File: src/rtl/control.sv
// control: RV32I main decoder with registered datapath control outputs (one decode pipeline stage).
module control (
    input  logic       clk,
    input  logic       rst,
    input  logic [6:0] opcode,
    input  logic [2:0] funct3,
    input  logic [6:0] funct7,
    output logic [3:0] alu_op,
    output logic [2:0] imm_sel,
    output logic       alu_src,
    output logic       mem_read,
    output logic       mem_write,
    output logic       reg_write,
    output logic [1:0] wb_sel,
    output logic       branch,
    output logic       jump
);
    localparam logic [3:0] ALU_ADD = 4'd0, ALU_SUB = 4'd1, ALU_SLL = 4'd2, ALU_SLT = 4'd3,
                           ALU_SLTU = 4'd4, ALU_XOR = 4'd5, ALU_SRL = 4'd6, ALU_SRA = 4'd7,
                           ALU_OR = 4'd8, ALU_AND = 4'd9, ALU_PASSB = 4'd10;
    localparam logic [2:0] IMM_I = 3'd0, IMM_S = 3'd1, IMM_B = 3'd2, IMM_U = 3'd3, IMM_J = 3'd4;
    localparam logic [1:0] WB_ALU = 2'd0, WB_MEM = 2'd1, WB_PC4 = 2'd2;

    logic [3:0] alu_op_d, alu_op_q, alu_f3;
    logic [2:0] imm_sel_d, imm_sel_q;
    logic [1:0] wb_sel_d, wb_sel_q;
    logic       alu_src_d, alu_src_q, mem_read_d, mem_read_q, mem_write_d, mem_write_q;
    logic       reg_write_d, reg_write_q, branch_d, branch_q, jump_d, jump_q;
    logic       alt;

    // Shared funct3 -> ALU map for R and I-ALU; funct7[5] selects the SUB/SRA variants.
    always_comb begin
        alu_f3 = ALU_ADD;
        case (funct3)
            3'b000: alu_f3 = ALU_ADD;
            3'b001: alu_f3 = ALU_SLL;
            3'b010: alu_f3 = ALU_SLT;
            3'b011: alu_f3 = ALU_SLTU;
            3'b100: alu_f3 = ALU_XOR;
            3'b101: alu_f3 = ALU_SRL;
            3'b110: alu_f3 = ALU_OR;
            default: alu_f3 = ALU_AND;
        endcase
    end

    assign alt = funct7[5];

    always_comb begin
        alu_op_d    = ALU_ADD;
        imm_sel_d   = IMM_I;
        wb_sel_d    = WB_ALU;
        alu_src_d   = 1'b0;
        mem_read_d  = 1'b0;
        mem_write_d = 1'b0;
        reg_write_d = 1'b0;
        branch_d    = 1'b0;
        jump_d      = 1'b0;
        case (opcode)
            7'b0110011: begin
                reg_write_d = 1'b1;
                alu_op_d    = (alt && funct3 == 3'b000) ? ALU_SUB :
                              (alt && funct3 == 3'b101) ? ALU_SRA : alu_f3;
            end
            7'b0010011: begin
                reg_write_d = 1'b1;
                alu_src_d   = 1'b1;
                alu_op_d    = (alt && funct3 == 3'b101) ? ALU_SRA : alu_f3;
            end
            7'b0000011: begin
                alu_src_d   = 1'b1;
                mem_read_d  = 1'b1;
                reg_write_d = 1'b1;
                wb_sel_d    = WB_MEM;
            end
            7'b0100011: begin
                alu_src_d   = 1'b1;
                imm_sel_d   = IMM_S;
                mem_write_d = 1'b1;
            end
            7'b1100011: begin
                branch_d  = 1'b1;
                imm_sel_d = IMM_B;
                alu_op_d  = !funct3[2] ? ALU_SUB : funct3[1] ? ALU_SLTU : ALU_SLT;
            end
            7'b1101111: begin
                jump_d      = 1'b1;
                imm_sel_d   = IMM_J;
                alu_src_d   = 1'b1;
                reg_write_d = 1'b1;
                wb_sel_d    = WB_PC4;
            end
            7'b1100111: begin
                jump_d      = 1'b1;
                alu_src_d   = 1'b1;
                reg_write_d = 1'b1;
                wb_sel_d    = WB_PC4;
            end
            7'b0110111: begin
                imm_sel_d   = IMM_U;
                alu_src_d   = 1'b1;
                alu_op_d    = ALU_PASSB;
                reg_write_d = 1'b1;
            end
            7'b0010111: begin
                imm_sel_d   = IMM_U;
                alu_src_d   = 1'b1;
                reg_write_d = 1'b1;
            end
            default: ;
        endcase
    end

    always_ff @(posedge clk) begin
        if (rst) begin
            alu_op_q    <= ALU_ADD;
            imm_sel_q   <= IMM_I;
            wb_sel_q    <= WB_ALU;
            alu_src_q   <= 1'b0;
            mem_read_q  <= 1'b0;
            mem_write_q <= 1'b0;
            reg_write_q <= 1'b0;
            branch_q    <= 1'b0;
            jump_q      <= 1'b0;
        end else begin
            alu_op_q    <= alu_op_d;
            imm_sel_q   <= imm_sel_d;
            wb_sel_q    <= wb_sel_d;
            alu_src_q   <= alu_src_d;
            mem_read_q  <= mem_read_d;
            mem_write_q <= mem_write_d;
            reg_write_q <= reg_write_d;
            branch_q    <= branch_d;
            jump_q      <= jump_d;
        end
    end

    assign alu_op    = alu_op_q;
    assign imm_sel   = imm_sel_q;
    assign wb_sel    = wb_sel_q;
    assign alu_src   = alu_src_q;
    assign mem_read  = mem_read_q;
    assign mem_write = mem_write_q;
    assign reg_write = reg_write_q;
    assign branch    = branch_q;
    assign jump      = jump_q;
endmodule

File: config.mk
export PLATFORM = sky130hd
export DESIGN_NAME = control
export DESIGN_NICKNAME = d
export VERILOG_FILES = /design/src/rtl/control.sv
export SDC_FILE = /design/constraint.sdc
export NUM_CORES = 1
export LEC_CHECK = 0
export BUFFER_PORTS_ARGS = -buffer_cell sky130_fd_sc_hd__buf_2
export CORE_ASPECT_RATIO = 0.8
export CORE_MARGIN = 1
export CORE_UTILIZATION = 30
export DETAILED_ROUTE_END_ITERATION = 8
export PLACE_DENSITY_LB_ADDON = 0.12
export SLEW_MARGIN = 10
export SYNTH_ARGS = -nofsm -noshare
export SYNTH_HDL_FRONTEND = slang
export SYNTH_SLANG_ARGS = --single-unit
export TNS_END_PERCENT = 50
File: constraint.sdc
create_clock -name clk -period 2 [get_ports clk]
set_input_delay 0.3 -clock clk [delete_from_list [all_inputs] [get_ports clk]]
set_output_delay 0.3 -clock clk [all_outputs]
set_load 0.03 [all_outputs]
==> impl_metrics.env <==
export IMPL_p_clk_frac=0.325
export IMPL_dp_hpwl_um=973
export IMPL_core_area_um2=1930
export IMPL_fin_crit_ns=1.19
export IMPL_slew_headroom=0.762
export IMPL_switching_power_w=0.000133
export IMPL_grt_pass1_vias=499
export IMPL_drive_gt1_frac=0.297
export IMPL_postCtsSetupRepairBufs=0
export IMPL_min_period_over_period=0.597
export IMPL_area_growth_pct=27.7
export IMPL_startpoint_type="input pin"
export IMPL_yosys_register_bits=15
export IMPL_vias=601
export IMPL_min_path_type="input pin to register"
export IMPL_worstSetupPathType="input pin to register"
export IMPL_viasPerCell=4.81
export IMPL_nets=121
export IMPL_pre_cts_slack_ns=0.532
export IMPL_drtIter0Drc=8
export IMPL_n_antenna_cell=0
export IMPL_track_usage=0.142
export IMPL_clock_sinks=15
export IMPL_grt_ovfl_total=0
export IMPL_ir_worst_vdd_mv=0.309
export IMPL_routedWlPerCell_um=10.5
export IMPL_hold_end="mem_write$_SDFF_PP0_"
export IMPL_avgSynthCellArea_um2=8.54
export IMPL_io_buffers=27
export IMPL_critPathMaxFanout=9
export IMPL_max_cap_viol_count=0
export IMPL_p_sw_frac=0.249
export IMPL_dieArea_um2=2300
export IMPL_power_leakage_nw=0.361
export IMPL_cts_tree="yes"
export IMPL_hold_buffers=0
export IMPL_internal_power_w=0.000401
export IMPL_ios=34
export IMPL_h_tree_depth=1
export IMPL_cts_resized=0
export IMPL_post_route_cell_area_um2=807
export IMPL_clk_pin_slew_ns=0.09
export IMPL_cts_max_path_buffers=2
export IMPL_rsz0062_at_grt="no"
export IMPL_synth_area_um2=632
export IMPL_gp_congestion=0.761
export IMPL_synthesis_nets=93
export IMPL_min_from="opcode[6]"
export IMPL_fmax_ghz=0.837
export IMPL_ys_seq_area_frac=0.475
export IMPL_cts_buffers=3
export IMPL_synth_edff_count=0
export IMPL_setup_tns_ns=0
export IMPL_initial_core_util=0.328
export IMPL_drv_slew=0
export IMPL_powerDensity_nw_per_um2=662
export IMPL_die_y_um=43.1
export IMPL_grt_pass1_wl_mm=2.30
export IMPL_dr_pass1_iters=4
export IMPL_finalSetupViolCount=0
export IMPL_ys_types=26
export IMPL_ant_nets=0
export IMPL_worstHoldPathCells=2
export IMPL_finalWorstSetupSlack_ns=0.806
export IMPL_syn_inst=74
export IMPL_wl_mm=1.31
export IMPL_ys_flop_type="dfxtp_1"
export IMPL_status="finished, final reports clean"
export IMPL_final_common_cell="buf_2"
export IMPL_antenna_found_initial=0
export IMPL_layout_common_cells="buf_2 (27), dfxtp_1 (15), nand2_1 (8), nor2_1 (8), nor3_1 (7)"
export IMPL_critical_path_required_ns=2.21
export IMPL_worstMarginPinSlew_ns=0.356
export IMPL_pwr_share_comb=0.112
export IMPL_grt_max_degree=10
export IMPL_synthArstFlopShare=0
export IMPL_drc_errors=0
export IMPL_place_area_um2=781
export IMPL_cts_root_buffer_cell="clkbuf_4"
export IMPL_yosys_warnings=0
export IMPL_dieWidth_um=53.3
export IMPL_arrival_ns=1.40
export IMPL_worst_setup_path_end_kind="register"
export IMPL_power_frac_seq=0.562
export IMPL_row_count=14
export IMPL_finalHoldViolations=0
[kinds of logic after synthesis]
group	share of synthesized area
compound gates	0.125
buf+inv	0.0257
mux	0.0317
flops	0.475
simple gates	0.343
[final cells by class]
cell class | count | area, µm²
timing repair buffer | 27 | 135
multi-input combinational | 55 | 315
fill | 222 | 1120
clock buffer | 4 | 26.3
tap | 24 | 30.0
sequential | 15 | 300
[critical path: stages]
cell       delay (ns)
buf_2            0.13
nand4bb_1        0.40
nor2_1           0.29
nand3_1          0.10
a31oi_1          0.18
[sequential cells by signal, summed over array words and instances (netlist names)]
| signal | count |
|---|---|
| alu_src | 1 |
| jump | 1 |
| mem_read | 1 |
| reg_write | 1 |
| imm_sel | 3 |
| branch | 1 |
| mem_write | 1 |
| wb_sel | 2 |
| alu_op | 4 |
[cells in the mapped netlist (all sizes together), types with 2 or more instances]
| library cell | count | area share |
|---|---|---|
| dfxtp | 15 | 0.48 |
| nand2 | 8 | 0.048 |
| nor2 | 8 | 0.048 |
| nor3 | 7 | 0.055 |
| a21oi | 3 | 0.024 |
| clkbuf | 3 | 0.018 |
| nand3 | 3 | 0.024 |
| nand3b | 3 | 0.036 |
| or3 | 3 | 0.030 |
| and2 | 2 | 0.020 |
| mux2i | 2 | 0.032 |
| nand2b | 2 | 0.020 |
| o21ai | 2 | 0.016 |
[routing by layer]
layer  part of all wire  wire [µm]  track usage  vias to the layer above
li1                   -          -            -                      318
met1               0.54        710        0.228                      252
met2               0.36        467        0.155                       26
met3              0.069         90       0.0323                        5
met4              0.032         42       0.0947                        0
met5                  0          0            0                        -
[through the flow]
step | hold slack [ns] | util | total power (W) | instances
6_report | 0.274 | 0.419 | 0.000534 | 125
5_1_grt | 0.294 | 0.419 | 0.000562 | 125
4_1_cts | 0.274 | 0.419 | 0.000535 | 125
3_5_place_dp | 0.573 | 0.405 | 0.000367 | 121
3_3_place_gp | 0.575 | 0.405 | 0.000366 | 121
2_1_floorplan | 0.378 | - | 0.000342 | 74
[power groups by stage]
stage                     Clock (W)  Sequential (W)  Combinational, W
after floorplan                   0        0.000311         0.0000310
after global placement            0        0.000307         0.0000591
after detailed placement          0        0.000307         0.0000594
after CTS                  0.000175        0.000300         0.0000597
after global routing       0.000194        0.000301         0.0000676
final                      0.000174        0.000300         0.0000600
[worst max path at each step]
stage | cells past startpoint | to | from
after floorplan | 4 | imm_sel[0]$_SDFF_PP0_ | opcode[2]
after global placement | 5 | alu_op[1]$_SDFF_PP0_ | opcode[2]
after detailed placement | 5 | alu_op[1]$_SDFF_PP0_ | opcode[2]
after CTS | 5 | alu_op[1]$_SDFF_PP0_ | opcode[2]
after global routing | 5 | alu_op[1]$_SDFF_PP0_ | opcode[2]
final | 5 | alu_op[1]$_SDFF_PP0_ | opcode[2]
(Power assumes the default switching activity.)
